$ cat config.mk
export PLATFORM = sky130hd
export DESIGN_NAME = fifo_writer_packer_flat
export DESIGN_NICKNAME = d
export VERILOG_FILES = /design/src/rtl/fifo_writer_packer_if.sv /design/src/rtl/fifo_writer_packer.sv /design/src/flat_wrapper.sv
export SDC_FILE = /design/constraint.sdc
export NUM_CORES = 1
export LEC_CHECK = 0
export CAP_MARGIN = 20
export CORE_ASPECT_RATIO = 2
export CORE_MARGIN = 3
export CORE_UTILIZATION = 52
export DETAILED_ROUTE_END_ITERATION = 6
export GPL_TIMING_DRIVEN = 0
export PLACE_DENSITY_LB_ADDON = 0.3
export SLEW_MARGIN = 20
export SYNTH_ARGS = -nofsm -noshare
export SYNTH_HDL_FRONTEND = slang
export SYNTH_SLANG_ARGS = --single-unit
$ cat constraint.sdc
create_clock -name CLK -period 6.4 [get_ports CLK]
set_clock_uncertainty 0.2 [all_clocks]
set_input_delay 0.96 -clock CLK [delete_from_list [all_inputs] [get_ports CLK]]
set_output_delay 0.96 -clock CLK [all_outputs]
set_load 0.05 [all_outputs]
$ cat src/rtl/fifo_writer_packer_if.sv
// Byte-source, FIFO-write and status signals of the byte-to-word packer.
// The slave modport is the packer's view and the master modport is the environment's view.
interface fifo_writer_packer_if #(
  parameter int LEN_W = 6
);
  logic             Write_Request;
  logic [LEN_W-1:0] i_BUFFER_LENGTH;
  logic [7:0]       byte_in;
  logic             byte_in_valid;
  logic             byte_in_ready;
  logic             i_FIFO_full;
  logic [31:0]      o_FIFO_din;
  logic             o_FIFO_wr_en;
  logic             o_busy;
  logic             o_done;
  logic [1:0]       Pack_Counter;

  modport slave (
    input  Write_Request, i_BUFFER_LENGTH, byte_in, byte_in_valid, i_FIFO_full,
    output byte_in_ready, o_FIFO_din, o_FIFO_wr_en, o_busy, o_done, Pack_Counter
  );

  modport master (
    output Write_Request, i_BUFFER_LENGTH, byte_in, byte_in_valid, i_FIFO_full,
    input  byte_in_ready, o_FIFO_din, o_FIFO_wr_en, o_busy, o_done, Pack_Counter
  );
endinterface

$ cat src/rtl/fifo_writer_packer.sv
// Packs a length-delimited byte stream little-endian into 32-bit FIFO words.
// Each word is written once it is full or holds the last byte, stalling while the FIFO is full.
module fifo_writer_packer #(
  parameter int LEN_W = 6
) (
  input  logic                 CLK,
  input  logic                 RESETn,
  fifo_writer_packer_if.slave  bus
);

  typedef enum logic [1:0] {IDLE, PACK, WRITE, DONE} state_t;

  state_t           state, state_nxt;
  logic [31:0]      word_reg;
  logic [1:0]       pack_cnt;
  logic [LEN_W-1:0] bytes_cnt;
  logic [LEN_W-1:0] length_reg;
  logic [LEN_W-1:0] bytes_inc;
  logic             start, accept, write;
  logic             ready, wr_en, done;

  assign bytes_inc = bytes_cnt + LEN_W'(1);

  always_ff @(posedge CLK or negedge RESETn) begin
    if (!RESETn) state <= IDLE;
    else         state <= state_nxt;
  end

  always_comb begin
    // NOTE: every signal driven here gets a default first, so no path can infer a latch.
    state_nxt = state;
    start     = 1'b0;
    accept    = 1'b0;
    write     = 1'b0;
    ready     = 1'b0;
    wr_en     = 1'b0;
    done      = 1'b0;
    unique case (state)
      IDLE: begin
        if (bus.Write_Request && (bus.i_BUFFER_LENGTH != '0)) begin
          start     = 1'b1;
          state_nxt = PACK;
        end
      end
      PACK: begin
        ready = 1'b1;
        if (bus.byte_in_valid) begin
          accept = 1'b1;
          if ((pack_cnt == 2'd3) || (bytes_inc == length_reg)) state_nxt = WRITE;
        end
      end
      WRITE: begin
        wr_en = !bus.i_FIFO_full;
        if (wr_en) begin
          write     = 1'b1;
          state_nxt = (bytes_cnt == length_reg) ? DONE : PACK;
        end
      end
      DONE: begin
        done      = 1'b1;
        state_nxt = IDLE;
      end
      default: state_nxt = IDLE;
    endcase
  end

  // Clearing the word on every write leaves the unused upper lanes of a partial final word at zero.
  always_ff @(posedge CLK or negedge RESETn) begin
    if (!RESETn) begin
      word_reg   <= '0;
      pack_cnt   <= '0;
      bytes_cnt  <= '0;
      length_reg <= '0;
    end else if (start) begin
      // NOTE: all state registers use non-blocking assignments so every read sees the pre-edge value.
      word_reg   <= '0;
      pack_cnt   <= '0;
      bytes_cnt  <= '0;
      length_reg <= bus.i_BUFFER_LENGTH;
    end else if (accept) begin
      word_reg[{pack_cnt, 3'b000} +: 8] <= bus.byte_in;
      pack_cnt  <= pack_cnt + 2'd1;
      bytes_cnt <= bytes_inc;
    end else if (write) begin
      word_reg <= '0;
      pack_cnt <= '0;
    end
  end

  assign bus.byte_in_ready = ready;
  assign bus.o_FIFO_wr_en  = wr_en;
  assign bus.o_FIFO_din    = word_reg;
  assign bus.o_busy        = (state != IDLE);
  assign bus.o_done        = done;
  assign bus.Pack_Counter  = pack_cnt;

endmodule

$ cat src/flat_wrapper.sv
// flat-port wrapper written by rule: the top's interface ports become plain ports
module fifo_writer_packer_flat 
#(
  parameter int LEN_W = 6
)
  (CLK, RESETn, bus_Write_Request, bus_i_BUFFER_LENGTH, bus_byte_in, bus_byte_in_valid, bus_i_FIFO_full, bus_byte_in_ready, bus_o_FIFO_din, bus_o_FIFO_wr_en, bus_o_busy, bus_o_done, bus_Pack_Counter);
  fifo_writer_packer_if #(.LEN_W(LEN_W)) bus_i ();
  input  logic CLK;
  input  logic RESETn;
  input wire logic [$bits(bus_i.Write_Request)-1:0] bus_Write_Request;
  input wire logic [$bits(bus_i.i_BUFFER_LENGTH)-1:0] bus_i_BUFFER_LENGTH;
  input wire logic [$bits(bus_i.byte_in)-1:0] bus_byte_in;
  input wire logic [$bits(bus_i.byte_in_valid)-1:0] bus_byte_in_valid;
  input wire logic [$bits(bus_i.i_FIFO_full)-1:0] bus_i_FIFO_full;
  output wire logic [$bits(bus_i.byte_in_ready)-1:0] bus_byte_in_ready;
  output wire logic [$bits(bus_i.o_FIFO_din)-1:0] bus_o_FIFO_din;
  output wire logic [$bits(bus_i.o_FIFO_wr_en)-1:0] bus_o_FIFO_wr_en;
  output wire logic [$bits(bus_i.o_busy)-1:0] bus_o_busy;
  output wire logic [$bits(bus_i.o_done)-1:0] bus_o_done;
  output wire logic [$bits(bus_i.Pack_Counter)-1:0] bus_Pack_Counter;
  assign bus_i.Write_Request = bus_Write_Request;
  assign bus_i.i_BUFFER_LENGTH = bus_i_BUFFER_LENGTH;
  assign bus_i.byte_in = bus_byte_in;
  assign bus_i.byte_in_valid = bus_byte_in_valid;
  assign bus_i.i_FIFO_full = bus_i_FIFO_full;
  assign bus_byte_in_ready = bus_i.byte_in_ready;
  assign bus_o_FIFO_din = bus_i.o_FIFO_din;
  assign bus_o_FIFO_wr_en = bus_i.o_FIFO_wr_en;
  assign bus_o_busy = bus_i.o_busy;
  assign bus_o_done = bus_i.o_done;
  assign bus_Pack_Counter = bus_i.Pack_Counter;
  fifo_writer_packer #(.LEN_W(LEN_W)) u_core (.CLK(CLK), .RESETn(RESETn), .bus(bus_i));
endmodule
# Yosys cells after proc, flatten, opt, wreduce, memory -nomap -nowiden
# Index checks and enable logic that the tools add are counted.
# totals
inputBits	19
wordCells	53
ff_bits	48
output_inout_bits	38
# op_classes
n_reduce_logical	9
shifts	2
n_eq_ne	10
mux	24
addsub	3
# ops
operator	count
$mux W32	3
$bwmux W32	1
$shift A8 B7 Y32 const A	1
$shiftx A8 B7 Y32	1
$mux W2	8
$eq A6 B6 Y1	2
$mux W6	2
$mux W1	9
$pmux W2 S4	1
$neg A5 Y7	1
$add A6 B1 Y6 const B	1
$eq A2 B2 Y1 const B	3
$reduce_bool A6 Y1	1
$ne A2 B1 Y1 const B	2
$ne A2 B2 Y1 const B	2
$reduce_and A4 Y1	1
$reduce_bool A2 Y1	2
$reduce_bool A3 Y1	1
$add A2 B1 Y2 const B	1
$eq A2 B1 Y1 const B	1
$logic_not A2 Y1	1
$logic_and A1 B1 Y1	1
$logic_not A1 Y1	1
$logic_or A1 B1 Y1	1

# Logic depth before layout (Yosys ltp)
# depth
ltp_word	6
depth_mapped	8
mapped_depth_nobuf	6

# Worst setup path before layout
# Ideal clock, no wire load.
# synth_timing
path_type	input -> output
start	input port bus_i_FIFO_full
end	output port bus_o_FIFO_wr_en
arrival_ns	2.086
path_slack_ns	3.154
path_buffers	0
required_ns	5.240
path_stages	1
path_cell_list	nor3_1
# synth_between
elab_chain_cells	2
# synth_lines
element	line_no	source
start, declared	flat_wrapper.sv:14	input wire logic [$bits(bus_i.i_FIFO_full)-1:0] bus_i_FIFO_full;
$logic_not A1 Y1	fifo_writer_packer.sv:53	wr_en = !bus.i_FIFO_full;
$mux W1	fifo_writer_packer.sv:38	unique case (state)
end, declared	flat_wrapper.sv:17	output wire logic [$bits(bus_i.o_FIFO_wr_en)-1:0] bus_o_FIFO_wr_en;
# Every way passes these cells.

# Worst setup path in the final report
# Ends and elaborated chain as after synthesis.

==> run metrics <==
max cap viols 0; Hold Path Depth 1; DP Worst Slack 2.75 ns; r2r worst-path depth 7; Worst setup EP type output port; worst skew pair latency 0.30 ns; min cycle time layout 3.68 ns; FF+latch count, synth 48; setup TNS 0 ns; DRC 0; GPL Wtd Cong 0.933; Slew Limit Fails 0; GRT Overall Usage 0.221; Hold Path End u_core.bus.o_FIFO_din[20]; Fin. Hold Viols 0; Site Rows 32; Cell Area, Synth 2200 sq um; synth warn 0; Max H-tree Level 2; worst endpoint required time 5.24 ns; RSZ-0062 raised after global routing no; Filler cells 278; Fmax 271 MHz; Critical Path Source Type primary input; reg-to-reg setup timing slack 3.67 ns; Avg WL per Cell 17.1 um; starting DRC count in detailed routing 31; Vias 1679; vias in the first global route 1710; fin crit share 0.576; First-pass DRT Iterations 4; final wirelength 4.98 mm; Die ar. 5090 sq um; Seq/Total Area, Yosys 0.546; FF+latch area 1200 sq um; area grow syn2layout 34.4%; status finished clean; cell area power density 444 nW/um^2; clk sinks 48; Final Setup Violations 0; EDFF count, synth 0; maximum vdd drop 0.457 mV; Synth Flop Type dfrtp_1; WS Path Type primary input to output port; Starting Density 0.555; mean area per synthesized cell 12.4 sq um; vias per cell 5.75; largest net degree at the start of global routing 35; post-DP HPWL 3.90 mm; layout cells sized above 1 0.212; Slew @ Worst Pin 1.09 ns; # nets final 266; Ant. Diodes 0; Clock transition at path regs 0.08 ns; initial antenna violation count 0; synthesized netlist cell count 177; Rel. slew slack 0.273; post-CTS setup repair buffer count 0; RR Startpoint u_core.bus.Pack_Counter[0]; crit-path max FO 3; die span in y 98.0 um; Mapped Nets 201; die width 52.0 um; max reg flops 32; grt total ovfl 0; first-pass GRT wire length 8.37 mm; CTS Hold Buffers Added 0; antenna viol nets, final 0; number of distinct library cells after synthesis 36; Tightest Hold Check Type flip-flop to flip-flop; final setup margin 2.72 ns; Root Buffer clkbuf_8; Multi-input gate area 951 sq um; CP startpoint bus_i_FIFO_full; cts repair resizes 0; P_leak 1.29 nW; Worst Path Arrival 2.52 ns; Core ar. 3960 sq um; CTS max path bufs 2; share of flip-flops with an asynchronous set or reset 1.00; CTS tree done; R2R Path End u_core.bus.o_FIFO_din[21]; total CTS buffers 5; Top-Level Pins 57; Port-buffer cells 56; Hold Startpoint u_core.bus.o_FIFO_din[20]
## Yosys cell counts, types with 2 or more instances
master	instances	area [sq um]
nor2b_1	2	12.5
nand3_1	3	15.0
a21oi_1	3	15.0
nand2_1	12	45.0
o21ai_4	4	65.1
a22o_2	24	240
o21ai_0	6	30.0
a21o_1	2	15.0
mux2_2	6	67.6
a31oi_1	2	12.5
dfrtp_1	48	1200
a22o_1	9	78.8
ha_1	5	62.6
xor2_1	3	26.3
o31ai_1	3	22.5
mux2i_1	2	20.0
nor3_1	2	10.0
clkbuf_1	2	7.51
xnor2_1	6	52.6
buf_2	2	10.0
nor4b_1	2	17.5
buf_6	2	22.5
inv_1	5	18.8
nor2_1	9	33.8
nand2b_1	2	12.5
## stage by stage
step                cell area, sq um  instances  utilization  hold WS, ns  power, mW
global placement                2820        284        0.712        0.284       1.09
CTS                             2950        292        0.745        0.306       1.32
floorplan                       2200        177            -        0.281      0.909
finish                          2950        292        0.745        0.303       1.31
global route                    2950        292        0.745        0.318       1.39
detailed placement              2860        286        0.720        0.288       1.12
## worst max path at each step
stage,endpoint,slack [ns],cells past startpoint
global route,bus_o_FIFO_wr_en,2.68,3
CTS,bus_o_FIFO_wr_en,2.73,3
detailed placement,bus_o_FIFO_wr_en,2.75,3
finish,bus_o_FIFO_wr_en,2.72,3
global placement,u_core.bus.o_FIFO_din[3],2.68,5
floorplan,bus_o_FIFO_wr_en,3.15,1
## cell type report
class                           instances  area share
Buffer                                  6      0.0136
Clock inverter                          1      0.0102
Tap cell                               51      0.0216
Clock buffer                            5      0.0233
Multi-Input combinational cell        118       0.322
Inverter                                5     0.00635
Timing Repair Buffer                   58       0.197
Sequential cell                        48       0.407
## kinds of logic after synthesis
kind of cell | Yosys count | synth area share
compound gates | 57 | 0.233
simple gates | 39 | 0.0899
fa+ha+maj | 5 | 0.0285
flops | 48 | 0.546
xor+xnor | 9 | 0.0359
mux | 8 | 0.0398
buf+inv | 11 | 0.0268
## placed cells by master, fill, tap and decap left out, types with 2 or more instances in the layout
cell and instances:
o31ai_1 3, a21o_1 2, clkdlybuf4s50_1 55, nand2b_1 2, nand2_1 12, clkbuf_1 2, a22o_1 9, xnor2_1 6
o21ai_0 6, nor3_1 2, nor2b_1 2, dfrtp_1 48, buf_6 2, mux2i_1 2, a22o_2 24, ha_1 5
nand3_1 3, o21ai_4 4, clkbuf_8 5, xor2_1 3, inv_1 5, nor2_1 9, buf_2 4, a21oi_1 3
a31oi_1 2, mux2_2 6
## critical path, cell delays in order
cell and delay (ns):
clkdlybuf4s50_1 0.42, nor3_1 0.27, clkdlybuf4s50_1 0.87
## metal layers
metal | routed length (um) | share of wire | vias to the layer above | track usage
met5 | 0 | 0 | - | 0
met1 | 1780 | 0.36 | 821 | 0.236
met2 | 2850 | 0.57 | 59 | 0.401
li1 | - | - | 787 | -
met4 | 131 | 0.026 | 0 | 0.0909
met3 | 219 | 0.044 | 12 | 0.0427
## power by group
group	internal [mW]	total, mW	switching (mW)
Combinational	0.257	0.671	0.414
Sequential	0.377	0.437	0.0606
Clock	0.112	0.204	0.0924
Total	0.746	1.31	0.567
No activity file was read; power rests on OpenSTA's default activity.
